### src/rtl/div_pkg.sv
// Shared types and constants for the divider front-end scheduler.
package div_pkg;

    // Scheduler states: idle/issue, waiting on the divider, holding a result.
    typedef enum logic [1:0] {
        IDLE,
        WAIT,
        HOLD
    } sched_state_t;

    // Fill bit for the quotient reported on a divide-by-zero request;
    // replicated to the operand width at the point of use.
    localparam bit DZ_COC = '0;

endpackage

### src/rtl/div_fifo.sv
// Synchronous FIFO with extra-MSB pointers; no fall-through.
module div_fifo #(
    parameter int unsigned W     = 8,
    parameter int unsigned DEPTH = 4
) (
    input  logic         clk_i,
    input  logic         rst_i,
    input  logic         push_i,
    input  logic [W-1:0] wdata_i,
    input  logic         pop_i,
    output logic [W-1:0] rdata_o,
    output logic         full_o,
    output logic         empty_o
);

    localparam int unsigned AW = $clog2(DEPTH);

    logic [W-1:0] mem_q [DEPTH];
    logic [AW:0]  wr_ptr_q, wr_ptr_d;
    logic [AW:0]  rd_ptr_q, rd_ptr_d;
    logic         do_push, do_pop;

    assign full_o  = (wr_ptr_q[AW] != rd_ptr_q[AW]) &&
                     (wr_ptr_q[AW-1:0] == rd_ptr_q[AW-1:0]);
    assign empty_o = (wr_ptr_q == rd_ptr_q);
    assign do_push = push_i && !full_o;
    assign do_pop  = pop_i && !empty_o;
    assign rdata_o = mem_q[rd_ptr_q[AW-1:0]];

    // Next-state pointer arithmetic.
    always_comb begin
        wr_ptr_d = wr_ptr_q;
        rd_ptr_d = rd_ptr_q;
        if (do_push) wr_ptr_d = wr_ptr_q + (AW+1)'(1);
        if (do_pop)  rd_ptr_d = rd_ptr_q + (AW+1)'(1);
    end

    // Pointer registers; reset empties the FIFO.
    always_ff @(posedge clk_i) begin
        if (rst_i) begin
            wr_ptr_q <= '0;
            rd_ptr_q <= '0;
        end else begin
            wr_ptr_q <= wr_ptr_d;
            rd_ptr_q <= rd_ptr_d;
        end
    end

    // Storage write; contents need no reset since pointers gate visibility.
    always_ff @(posedge clk_i) begin
        if (do_push) mem_q[wr_ptr_q[AW-1:0]] <= wdata_i;
    end

endmodule

### src/rtl/div_scheduler.sv
// Front-end for the sequential signed divider: queues tagged operand
// pairs, issues one Start pulse at a time, intercepts divide-by-zero and
// returns each result with its tag on a valid/ready port.
module div_scheduler
    import div_pkg::*;
#(
    parameter int unsigned tamanyo = 32,
    parameter int unsigned DEPTH   = 4,
    parameter int unsigned TAGW    = 4
) (
    input  logic               CLK,
    input  logic               RST,
    input  logic               in_valid,
    output logic               in_ready,
    input  logic [tamanyo-1:0] in_num,
    input  logic [tamanyo-1:0] in_den,
    input  logic [TAGW-1:0]    in_tag,
    output logic               div_start,
    output logic [tamanyo-1:0] div_num,
    output logic [tamanyo-1:0] div_den,
    input  logic               div_done,
    input  logic [tamanyo-1:0] div_coc,
    input  logic [tamanyo-1:0] div_res,
    output logic               out_valid,
    input  logic               out_ready,
    output logic [tamanyo-1:0] out_coc,
    output logic [tamanyo-1:0] out_res,
    output logic [TAGW-1:0]    out_tag,
    output logic               out_dz
);

    localparam int unsigned W = TAGW + 2 * tamanyo;

    sched_state_t       state_q;
    logic               div_start_q;
    logic [tamanyo-1:0] div_num_q, div_den_q;
    logic [TAGW-1:0]    tag_q;
    logic               out_valid_q, out_dz_q;
    logic [tamanyo-1:0] out_coc_q, out_res_q;
    logic [TAGW-1:0]    out_tag_q;

    logic               fifo_full, fifo_empty, fifo_push, fifo_pop;
    logic [W-1:0]       fifo_rdata;
    logic [tamanyo-1:0] head_num, head_den;
    logic [TAGW-1:0]    head_tag;

    assign in_ready  = !fifo_full && !RST;
    assign fifo_push = in_valid && in_ready;
    assign fifo_pop  = (state_q == IDLE) && !fifo_empty;

    assign head_num = fifo_rdata[tamanyo-1:0];
    assign head_den = fifo_rdata[2*tamanyo-1:tamanyo];
    assign head_tag = fifo_rdata[W-1:2*tamanyo];

    div_fifo #(
        .W     (W),
        .DEPTH (DEPTH)
    ) u_fifo (
        .clk_i   (CLK),
        .rst_i   (RST),
        .push_i  (fifo_push),
        .wdata_i ({in_tag, in_den, in_num}),
        .pop_i   (fifo_pop),
        .rdata_o (fifo_rdata),
        .full_o  (fifo_full),
        .empty_o (fifo_empty)
    );

    // Issue / wait / hold sequencer with all outputs registered.
    always_ff @(posedge CLK) begin
        if (RST) begin
            state_q     <= IDLE;
            div_start_q <= 1'b0;
            div_num_q   <= '0;
            div_den_q   <= '0;
            tag_q       <= '0;
            out_valid_q <= 1'b0;
            out_coc_q   <= '0;
            out_res_q   <= '0;
            out_tag_q   <= '0;
            out_dz_q    <= 1'b0;
        end else begin
            case (state_q)
                IDLE: begin
                    if (!fifo_empty) begin
                        if (head_den != '0) begin
                            div_num_q   <= head_num;
                            div_den_q   <= head_den;
                            div_start_q <= 1'b1;
                            tag_q       <= head_tag;
                            state_q     <= WAIT;
                        end else begin
                            // Answer locally so the divider never sees Den == 0.
                            out_coc_q   <= {tamanyo{DZ_COC}};
                            out_res_q   <= head_num;
                            out_dz_q    <= 1'b1;
                            out_tag_q   <= head_tag;
                            out_valid_q <= 1'b1;
                            state_q     <= HOLD;
                        end
                    end
                end
                WAIT: begin
                    div_start_q <= 1'b0;
                    if (div_done) begin
                        out_coc_q   <= div_coc;
                        out_res_q   <= div_res;
                        out_dz_q    <= 1'b0;
                        out_tag_q   <= tag_q;
                        out_valid_q <= 1'b1;
                        state_q     <= HOLD;
                    end
                end
                HOLD: begin
                    if (out_ready) begin
                        out_valid_q <= 1'b0;
                        state_q     <= IDLE;
                    end
                end
                default: state_q <= IDLE;
            endcase
        end
    end

    assign div_start = div_start_q;
    assign div_num   = div_num_q;
    assign div_den   = div_den_q;
    assign out_valid = out_valid_q;
    assign out_coc   = out_coc_q;
    assign out_res   = out_res_q;
    assign out_tag   = out_tag_q;
    assign out_dz    = out_dz_q;

endmodule

### config.mk
export PLATFORM = sky130hd
export DESIGN_NAME = div_scheduler
export DESIGN_NICKNAME = d
export VERILOG_FILES = /design/src/rtl/div_pkg.sv /design/src/rtl/div_fifo.sv /design/src/rtl/div_scheduler.sv
export SDC_FILE = /design/constraint.sdc
export NUM_CORES = 1
export LEC_CHECK = 0
export ABC_AREA = 1
export CELL_PAD_IN_SITES_DETAIL_PLACEMENT = 0
export CELL_PAD_IN_SITES_GLOBAL_PLACEMENT = 2
export CORE_UTILIZATION = 36
export DETAILED_ROUTE_END_ITERATION = 12
export PLACE_DENSITY = 0.93
export RECOVER_POWER = 100
export SLEW_MARGIN = 20
export SYNTH_ARGS = -nofsm -noshare
export SYNTH_HDL_FRONTEND = slang
export SYNTH_HIERARCHICAL = 1
export SYNTH_SLANG_ARGS = --single-unit
### constraint.sdc
create_clock -name CLK -period 14.6 [get_ports CLK]
set_input_delay 2.92 -clock CLK [delete_from_list [all_inputs] [get_ports CLK]]
set_output_delay 2.92 -clock CLK [all_outputs]
set_load 0.01 [all_outputs]
=== Word-level counts from Yosys, hierarchy flattened ===
Memories as Yosys holds them, arrays and structs flattened. A register that Yosys moved wholly into a read port is not among the register bits.
Index checks and enable logic that the tools add are counted.

* Word-level logic and storage cells: 75
* RAM bits: 272
* Memories kept: 1
* Latch bits: 0
* Memory bits (read-only): 0
* Register bits after elaboration: 147
* Input port bits: 137
* Output and inout bits: 136

{| class="wikitable"
|+ Memory list
! memory !! words !! bits a word !! rd ports !! clocked after Yosys merged registers in !! write ports !! RTL line !! text
|-
| u_fifo.mem_q || 4 || 68 || 1 || 1 || 1 || div_fifo.sv:18 || <nowiki>logic [W-1:0] mem_q [DEPTH];</nowiki>
|}

* Div/mod/pow operators: 0
* Equality and inequality tests: 10
* Reductions and logical operators: 18
* Mux-type cells: 31
* Order comparisons: 0
* $add $sub $neg: 2
* Bitwise gates (word level): 1
* Multipliers: 0
* Shift operators: 0

{| class="wikitable"
|+ Operators by type and width
! kind !! number
|-
| 32-bit two-way mux || 6
|-
| 32-bit case mux with 2 select lines || 2
|-
| 32-bit nonzero test || 1
|-
| 2-bit two-way mux || 6
|-
| 4-bit two-way mux || 3
|-
| 1-bit two-way mux || 9
|-
| 3-bit AND reduction || 3
|-
| 2-bit != test, second input constant || 4
|-
| 4-bit case mux with 2 select lines || 1
|-
| 3-bit by 1-bit adder with 3-bit output, second input constant || 2
|-
| 1-bit logical AND || 6
|-
| 2-bit case mux with 3 select lines || 1
|-
| 5-bit AND reduction || 1
|-
| 1-bit case mux with 2 select lines || 2
|-
| 4-bit AND reduction || 1
|-
| 3-bit == test || 1
|-
| 1-bit logical NOT || 3
|-
| 1-bit case mux with 3 select lines || 1
|-
| 3-bit nonzero test || 1
|-
| 2-bit by 1-bit == test with 1-bit output, second input constant || 1
|-
| 2-bit == test || 1
|-
| 2-bit == test, second input constant || 1
|-
| 2-bit logical NOT || 1
|-
| 2-bit by 1-bit != test with 1-bit output, second input constant || 1
|-
| 3 further kinds || 3
|}

=== Depth between registers and ports, before layout ===
Gate-level depths: netlist (run 1).

* Depth in word-level cells: 8
* Mapped depth: 16
* Mapped depth without buffers: 12

=== By module ===
Netlist (run 1), hierarchy kept.

{| class="wikitable"
|+ By module, submodules not included
! module !! instances !! area an instance (um2) !! seq. area each (um2) !! cells each
|-
| div_fifo || 1 || 10547.6 || 8328.0 || 733
|-
| div_scheduler || 1 || 5801.8 || 2822.7 || 845
|}

=== Worst setup path after synthesis (run 1) ===
OpenSTA, ideal clock, no wires.

* Path type: input port to flip-flop
* Start: input RST
* End: memory u_fifo/mem_q[0][0] (netlist bit) (enable)
* Path slack: 7.537 ns
* Setup time: 0.495 ns
* Arrival: 6.568 ns
* Required time: 14.105 ns
* Cell stages on the path: 4
* Buffers on the path: 1
* Cells stage by stage: clkbuf_1 -> nor3b_1 -> nand2_1 -> nor2_1

* Longest elaborated chain between the ends: 6

{| class="wikitable"
|+ Ends and longest elaborated chain
! what !! RTL line !! text
|-
| start: declaration || div_scheduler.sv:12 || <nowiki>input logic RST,</nowiki>
|-
| 1-bit logical NOT || div_scheduler.sv:47 || <nowiki>assign in_ready = !fifo_full && !RST;</nowiki>
|-
| 1-bit logical AND || div_scheduler.sv:47 ||
|-
| 1-bit logical AND || div_scheduler.sv:48 || <nowiki>assign fifo_push = in_valid && in_ready;</nowiki>
|-
| net fifo_push || div_scheduler.sv:42 || <nowiki>logic fifo_full, fifo_empty, fifo_push, fifo_pop;</nowiki>
|-
| 1-bit logical AND || div_fifo.sv:26 || <nowiki>assign do_push = push_i && !full_o;</nowiki>
|-
| 1-bit two-way mux || div_fifo.sv:51 || <nowiki>if (do_push) mem_q[wr_ptr_q[AW-1:0]] <= wdata_i;</nowiki>
|-
| 1-bit two-way mux (not written as such) || div_fifo.sv:51 ||
|-
| end: declaration || div_fifo.sv:18 ||
|}

The timed path passes the listed nets, and every way through them passes these cells.

==> results.sh, run 1 <==
export IMPL_synth_top_area_share=0.500
export IMPL_post_place_ws_ns=7.71
export IMPL_wl_per_cell_um=18.1
export IMPL_synthTopCellsByArea="edfxtp_1 50%, dfxtp_1 18%, nor2_1 7.8%"
export IMPL_grt_setup_unrepaired="no"
export IMPL_antenna_found_initial=11
export IMPL_synth_edf_count=272
export IMPL_grt_ovfl_total=0
export IMPL_fin_tns_setup_ns=0
export IMPL_synthMostInstantiatedCell="nor2_1"
export IMPL_synth_warnings=6
export IMPL_synthCells=1578
export IMPL_numClockSinks=421
export IMPL_path_class="reg -> reg"
export IMPL_hold_viol=0
export IMPL_synth_largest_area_cell="edfxtp_1"
export IMPL_post_cts_setup_buffers=0
export IMPL_ys_flop_type="edfxtp_1"
export IMPL_rrSetupSlack_ns=4.73
export IMPL_numCtsBuffers=45
export IMPL_finalWorstSetupSlack_ns=4.73
export IMPL_final_nets=1950
export IMPL_nFillCells=4157
export IMPL_grt_pass1_vias=11699
export IMPL_period_share=0.676
export IMPL_fmax_mhz=101
export IMPL_cts_tree="done"
export IMPL_worstPathRequired_ns=15.08
export IMPL_floorplan_die_width_um=215
export IMPL_die_area_um2=46300
export IMPL_rows=77
export IMPL_place_hpwl_mm=26.4
export IMPL_pin_count=273
export IMPL_critPathMaxFanout=70
export IMPL_seq_area_frac_synth=0.682
export IMPL_powerDensity_nw_per_um2=197
export IMPL_clock_latency_ns=0.56
export IMPL_ys_types=28
export IMPL_first_iter_violations=695
export IMPL_final_area_um2=20900
export IMPL_end_kind="flip-flop"
export IMPL_p_leak_nw=7.76
export IMPL_h_tree_depth=2
export IMPL_vias=12049
export IMPL_die_h_um=215
export IMPL_start_util=0.367
export IMPL_worstMarginPinSlew_ns=3.59
export IMPL_irDropWorstVdd_mv=0.219
export IMPL_core_um2=44500
export IMPL_status="finished with violations"
export IMPL_finalWirelength_mm=44.2
export IMPL_cts_resized=0
export IMPL_synthArstFlopShare=0
export IMPL_post_route_min_period_ns=9.87
export IMPL_drt_first_pass_iters=4
export IMPL_worst_ep_arrival_time_ns=10.35
export IMPL_viasPerCell=4.94
export IMPL_grt_max_degree=137
export IMPL_root_buffer="clkbuf_16"
export IMPL_drive_gt1_frac=0.0520
export IMPL_placed_cell_area_um2=19400
export IMPL_worstSetupStartpointType="flip-flop"
export IMPL_setup_violations=0
export IMPL_syn_num_nets=1720
export IMPL_finalPower_w=0.00411
export IMPL_slew_violations=468
export IMPL_path_common_cell="nor2_1"
export IMPL_clk_pin_slew_worst_paths_ns=0.06
export IMPL_maxCapViolCount=11
export IMPL_drtAntennaViolNets=0
export IMPL_fin_util=0.469
export IMPL_cts_buffer_depth=3
export IMPL_synth_common_cells="338 x nor2_1, 272 x edfxtp_1, 224 x nand2_1, 200 x o21ai_0, 149 x dfxtp_1"
export IMPL_drc=0
export IMPL_syn_to_final_growth_pct=27.8
export IMPL_ys_seq_elements=421
export IMPL_syn_area_per_cell_um2=10.4
export IMPL_grt_usage=0.189
export IMPL_max_slew_margin_rel=-1.39
export IMPL_syn_area_um2=16300
export IMPL_place_congestion=0.780
export IMPL_critical_path_cell_chain="clkbuf_1, inv_1, buf_4, o21ai_0, o22ai_1, nor2_1, nand2_1, nor2_1, nand2_1, o21ai_4, clkbuf_1, o21ai_0, nor2_1"
export IMPL_violations="capacitance limit, slew limit"
export IMPL_critical_path_slowest_cell="clkbuf_1"
export IMPL_hold_path_class="reg -> reg"
export IMPL_grt_pass1_wl_mm=67.2
export IMPL_multiInputGateArea_um2=4510
export IMPL_seq_area_um2=11200
export IMPL_critPathMaxStageDelay_ns=2.54
export IMPL_clock_skew_ns=0.0188
export IMPL_port_buffers=272
export IMPL_cts_hold_buf=0
==> cell type report <==
class,instances,area share
well taps,592,0.0355
multi-input cells,1006,0.216
clock buffers,65,0.0624
flip-flops and latches,421,0.534
repair buffers,288,0.134
diodes,2,0.000240
clock inverters,19,0.00886
inverters,46,0.00869
==> stage by stage <==
| stage | std cells | hold WS [ns] |
|---|---|---|
| after global placement | 2353 | 0.439 |
| after detailed placement | 2353 | 0.451 |
| final | 2439 | 0.453 |
| after global routing | 2439 | 0.471 |
| after floorplan | 1578 | 0.455 |
| after CTS | 2437 | 0.460 |
==> sequential cells by signal, indices dropped and copies added, names as in the netlist, named ones only <==
signal,cells
state_q,2
out_res,32
u_fifo/wr_ptr_q,3
tag_q,4
div_den,32
div_num,32
out_valid,1
out_dz,1
u_fifo/rd_ptr_q,3
u_fifo/mem_q,272
out_tag,4
div_start,1
out_coc,32
==> power breakdown <==
group          internal [W]  switching (W)  total [W]
Sequential          0.00142      0.0000859    0.00151
Clock              0.000675       0.000455    0.00113
Combinational      0.000486       0.000986    0.00147
==> cells by family after synthesis <==
family,share of synthesized area
simple gates,0.156
flops,0.682
compound gates,0.114
buf+inv,0.0434
fa+ha+maj,0.00383
==> cell usage in the layout (no fill, tap or decap), drive strengths merged <==
cell type	n
diode	2
o21ai	207
dfxtp	149
edfxtp	272
nor2	339
ha	5
or2	2
clkbuf	73
clkinvlp	5
o22ai	68
bufinv	3
clkinv	11
nand3	78
inv	46
dlygate4sd3	204
a21oi	80
buf	9
nand2	225
nor3	1
clkdlybuf4s50	67
nor3b	1
==> worst max-delay path: cells and delay by family, from the launching register on <==
kind	cells	cell delay [ns]
simple gates	5	0.91
compound gates	4	1.09
flops	1	0.31
buf+inv	4	7.35
==> worst paths after layout <==
kind                                   end                    from  depth (start not counted)
hold / removal      out_valid$_SDFFE_PP0P_  out_valid$_SDFFE_PP0P_                          2
setup reg to reg  div_den[29]$_SDFFE_PP0P_               flip-flop                         13
hold reg to reg     out_valid$_SDFFE_PP0P_  out_valid$_SDFFE_PP0P_                          2
setup / recovery  div_den[29]$_SDFFE_PP0P_               flip-flop                         13
==> layer usage <==
layer  routed length, um  global-route usage  vias up
met3                2160              0.0352       77
met4                 952              0.0641       12
met1               19400               0.238     5764
met5                  75                   0        -
li1                    -                   -     5896
met2               21600               0.326      300
No activity file was read; power rests on OpenSTA's default activity.
==> run 2: changes to the inputs <==
--- a/config.mk
+++ b/config.mk
@@ -8,9 +8,9 @@
 export ABC_AREA = 1
 export CELL_PAD_IN_SITES_DETAIL_PLACEMENT = 0
 export CELL_PAD_IN_SITES_GLOBAL_PLACEMENT = 2
-export CORE_UTILIZATION = 36
+export CORE_UTILIZATION = 30
 export DETAILED_ROUTE_END_ITERATION = 12
-export PLACE_DENSITY = 0.93
+export PLACE_DENSITY = 0.84
 export RECOVER_POWER = 100
 export SLEW_MARGIN = 20
 export SYNTH_ARGS = -nofsm -noshare
==> constraint.sdc (replaced) <==
create_clock -name CLK -period 8.65 [get_ports CLK]
set_input_delay 1.73 -clock CLK [delete_from_list [all_inputs] [get_ports CLK]]
set_output_delay 1.73 -clock CLK [all_outputs]
set_load 0.01 [all_outputs]
==> run 2 against run 1 <==
The flow still finishes with violations (capacitance limit, slew limit). Power rose by 68%. Non-clock buffer count up 1. Clock skew down 0.0072 ns. Wire length rose by 3.3%. Combinational power rose by 68%. First-iteration DRC count down 12%. Critical endpoint is now out_res[19]$_SDFFE_PP0P_. Largest cell class unchanged.
==> results.sh, run 2 (synthesis results as in run 1) <==
export IMPL_p_leak_nw=7.77
export IMPL_final_nets=1951
export IMPL_period_share=0.712
export IMPL_powerDensity_nw_per_um2=329
export IMPL_drt_first_pass_iters=6
export IMPL_grt_pass1_wl_mm=69.9
export IMPL_die_area_um2=55400
export IMPL_clock_skew_ns=0.0115
export IMPL_wl_per_cell_um=17.9
export IMPL_critical_path_cell_chain="buf_4, inv_1, buf_4, o21ai_0, o22ai_1, nor2_1, nand2_1, nor2_1, nand2_1, o21ai_0, buf_4, nand2_1, clkbuf_1, nand2_1, a21oi_1"
export IMPL_pin_count=273
export IMPL_grt_usage=0.163
export IMPL_hold_viol=0
export IMPL_first_iter_violations=614
export IMPL_cts_buffer_depth=3
export IMPL_grt_max_degree=137
export IMPL_clock_latency_ns=0.58
export IMPL_core_um2=53800
export IMPL_cts_resized=0
export IMPL_grt_ovfl_total=0
export IMPL_setup_violations=0
export IMPL_place_hpwl_mm=27.3
export IMPL_drive_gt1_frac=0.0531
export IMPL_nFillCells=5234
export IMPL_grtUsageMet1=0.200
export IMPL_fin_tns_setup_ns=0
export IMPL_post_route_min_period_ns=6.16
export IMPL_max_slew_margin_rel=-0.945
export IMPL_fin_util=0.391
export IMPL_finalWirelength_mm=45.6
export IMPL_final_cell_mix="335 x nor2_1, 272 x edfxtp_1, 225 x nand2_1, 204 x dlygate4sd3_1, 202 x o21ai_0"
export IMPL_syn_to_final_growth_pct=28.6
export IMPL_port_buffers=272
export IMPL_maxCapViolCount=4
export IMPL_end_kind="flip-flop"
export IMPL_h_tree_depth=2
export IMPL_die_h_um=235
export IMPL_viasPerCell=4.73
export IMPL_violations="capacitance limit, slew limit"
export IMPL_global_route_usage_met3=0.0428
export IMPL_worstSetupStartpointType="flip-flop"
export IMPL_drtAntennaViolNets=0
export IMPL_status="finished with violations"
export IMPL_cts_tree="done"
export IMPL_path_common_cell="nand2_1"
export IMPL_fmax_mhz=162
export IMPL_vias=12056
export IMPL_critical_path_slowest_cell="clkbuf_1"
export IMPL_start_util=0.304
export IMPL_path_class="reg -> reg"
export IMPL_clk_pin_slew_worst_paths_ns=0.06
export IMPL_antenna_found_initial=18
export IMPL_worstMarginPinSlew_ns=2.92
export IMPL_final_common_cell="nor2_1"
export IMPL_numCtsBuffers=45
export IMPL_root_buffer="clkbuf_16"
export IMPL_floorplan_die_width_um=235
export IMPL_slew_violations=144
export IMPL_grt_use_met2=0.279
export IMPL_numClockSinks=421
export IMPL_place_congestion=0.779
export IMPL_post_cts_setup_buffers=0
export IMPL_irDropWorstVdd_mv=0.277
export IMPL_busiest_layer="met2"
export IMPL_worstPathRequired_ns=9.15
export IMPL_cp_top_family="buffers and inverters"
export IMPL_grt_setup_unrepaired="no"
export IMPL_hold_path_class="reg -> reg"
export IMPL_crit_buf_inv=5
export IMPL_grt_pass1_vias=11882
export IMPL_largest_reg_flops=272
export IMPL_cts_hold_buf=0
export IMPL_rows=85
export IMPL_worst_ep_arrival_time_ns=6.65
export IMPL_critPathMaxStageDelay_ns=2.06
export IMPL_drc=0
export IMPL_finalPower_w=0.00691
export IMPL_critPathMaxFanout=80
## run 2: changes by cell type in the layout (fill, tap and decap cells not counted), moves of 3 or more
cell	delta
clkinv_1	+5
diode_2	+6
clkbuf_8	-3
clkbuf_1	-7
buf_4	+4
## run 2: worst register-to-register path: cells and delay by family, from the launching register on
family          cells  cell delay, ns
simple gates        6            0.82
buf+inv             5            4.25
flops               1            0.31
compound gates      4            0.71
## run 2: worst paths after layout
check                         startpoint                  endpoint  slack [ns]  cells after the start
setup / recovery               flip-flop  out_res[19]$_SDFFE_PP0P_        2.49                     15
hold reg to reg   div_start$_SDFFE_PP0P_    div_start$_SDFFE_PP0P_        0.46                      2
hold / removal    div_start$_SDFFE_PP0P_    div_start$_SDFFE_PP0P_        0.46                      2
setup reg to reg               flip-flop  out_res[19]$_SDFFE_PP0P_        2.49                     15
## run 2: power by group
part | internal (W) | switching (W)
clock network | 0.00108 | 0.000790
registers | 0.00240 | 0.000175
logic | 0.000824 | 0.00164
## run 2: final cells by class
cell class              instances  area [um^2]  share of cell area
inverters                      46          179             0.00851
clock buffers                  58         1200              0.0573
repair buffers                289         2860               0.136
well taps                     696          871              0.0414
clock inverters                26          235              0.0112
multi-input cells            1006         4500               0.214
flip-flops and latches        421        11200               0.531
diodes                          8         20.0            0.000952
## run 2: metrics by stage
stage,std cells,hold slack [ns],setup slack (ns),cell area [um^2]
after floorplan,1578,0.455,2.78,16300
final,2550,0.457,2.49,21000
after global routing,2546,0.474,1.84,21000
after detailed placement,2457,0.453,3.51,19600
after global placement,2457,0.442,3.54,19600
after CTS,2541,0.461,3.86,21000
## run 2: routing by layer
metal | up-vias | part of all wire
li1 | 5908 | -
met1 | 5722 | 0.42
met2 | 327 | 0.49
met3 | 87 | 0.060
met4 | 12 | 0.028
met5 | - | 0.0017
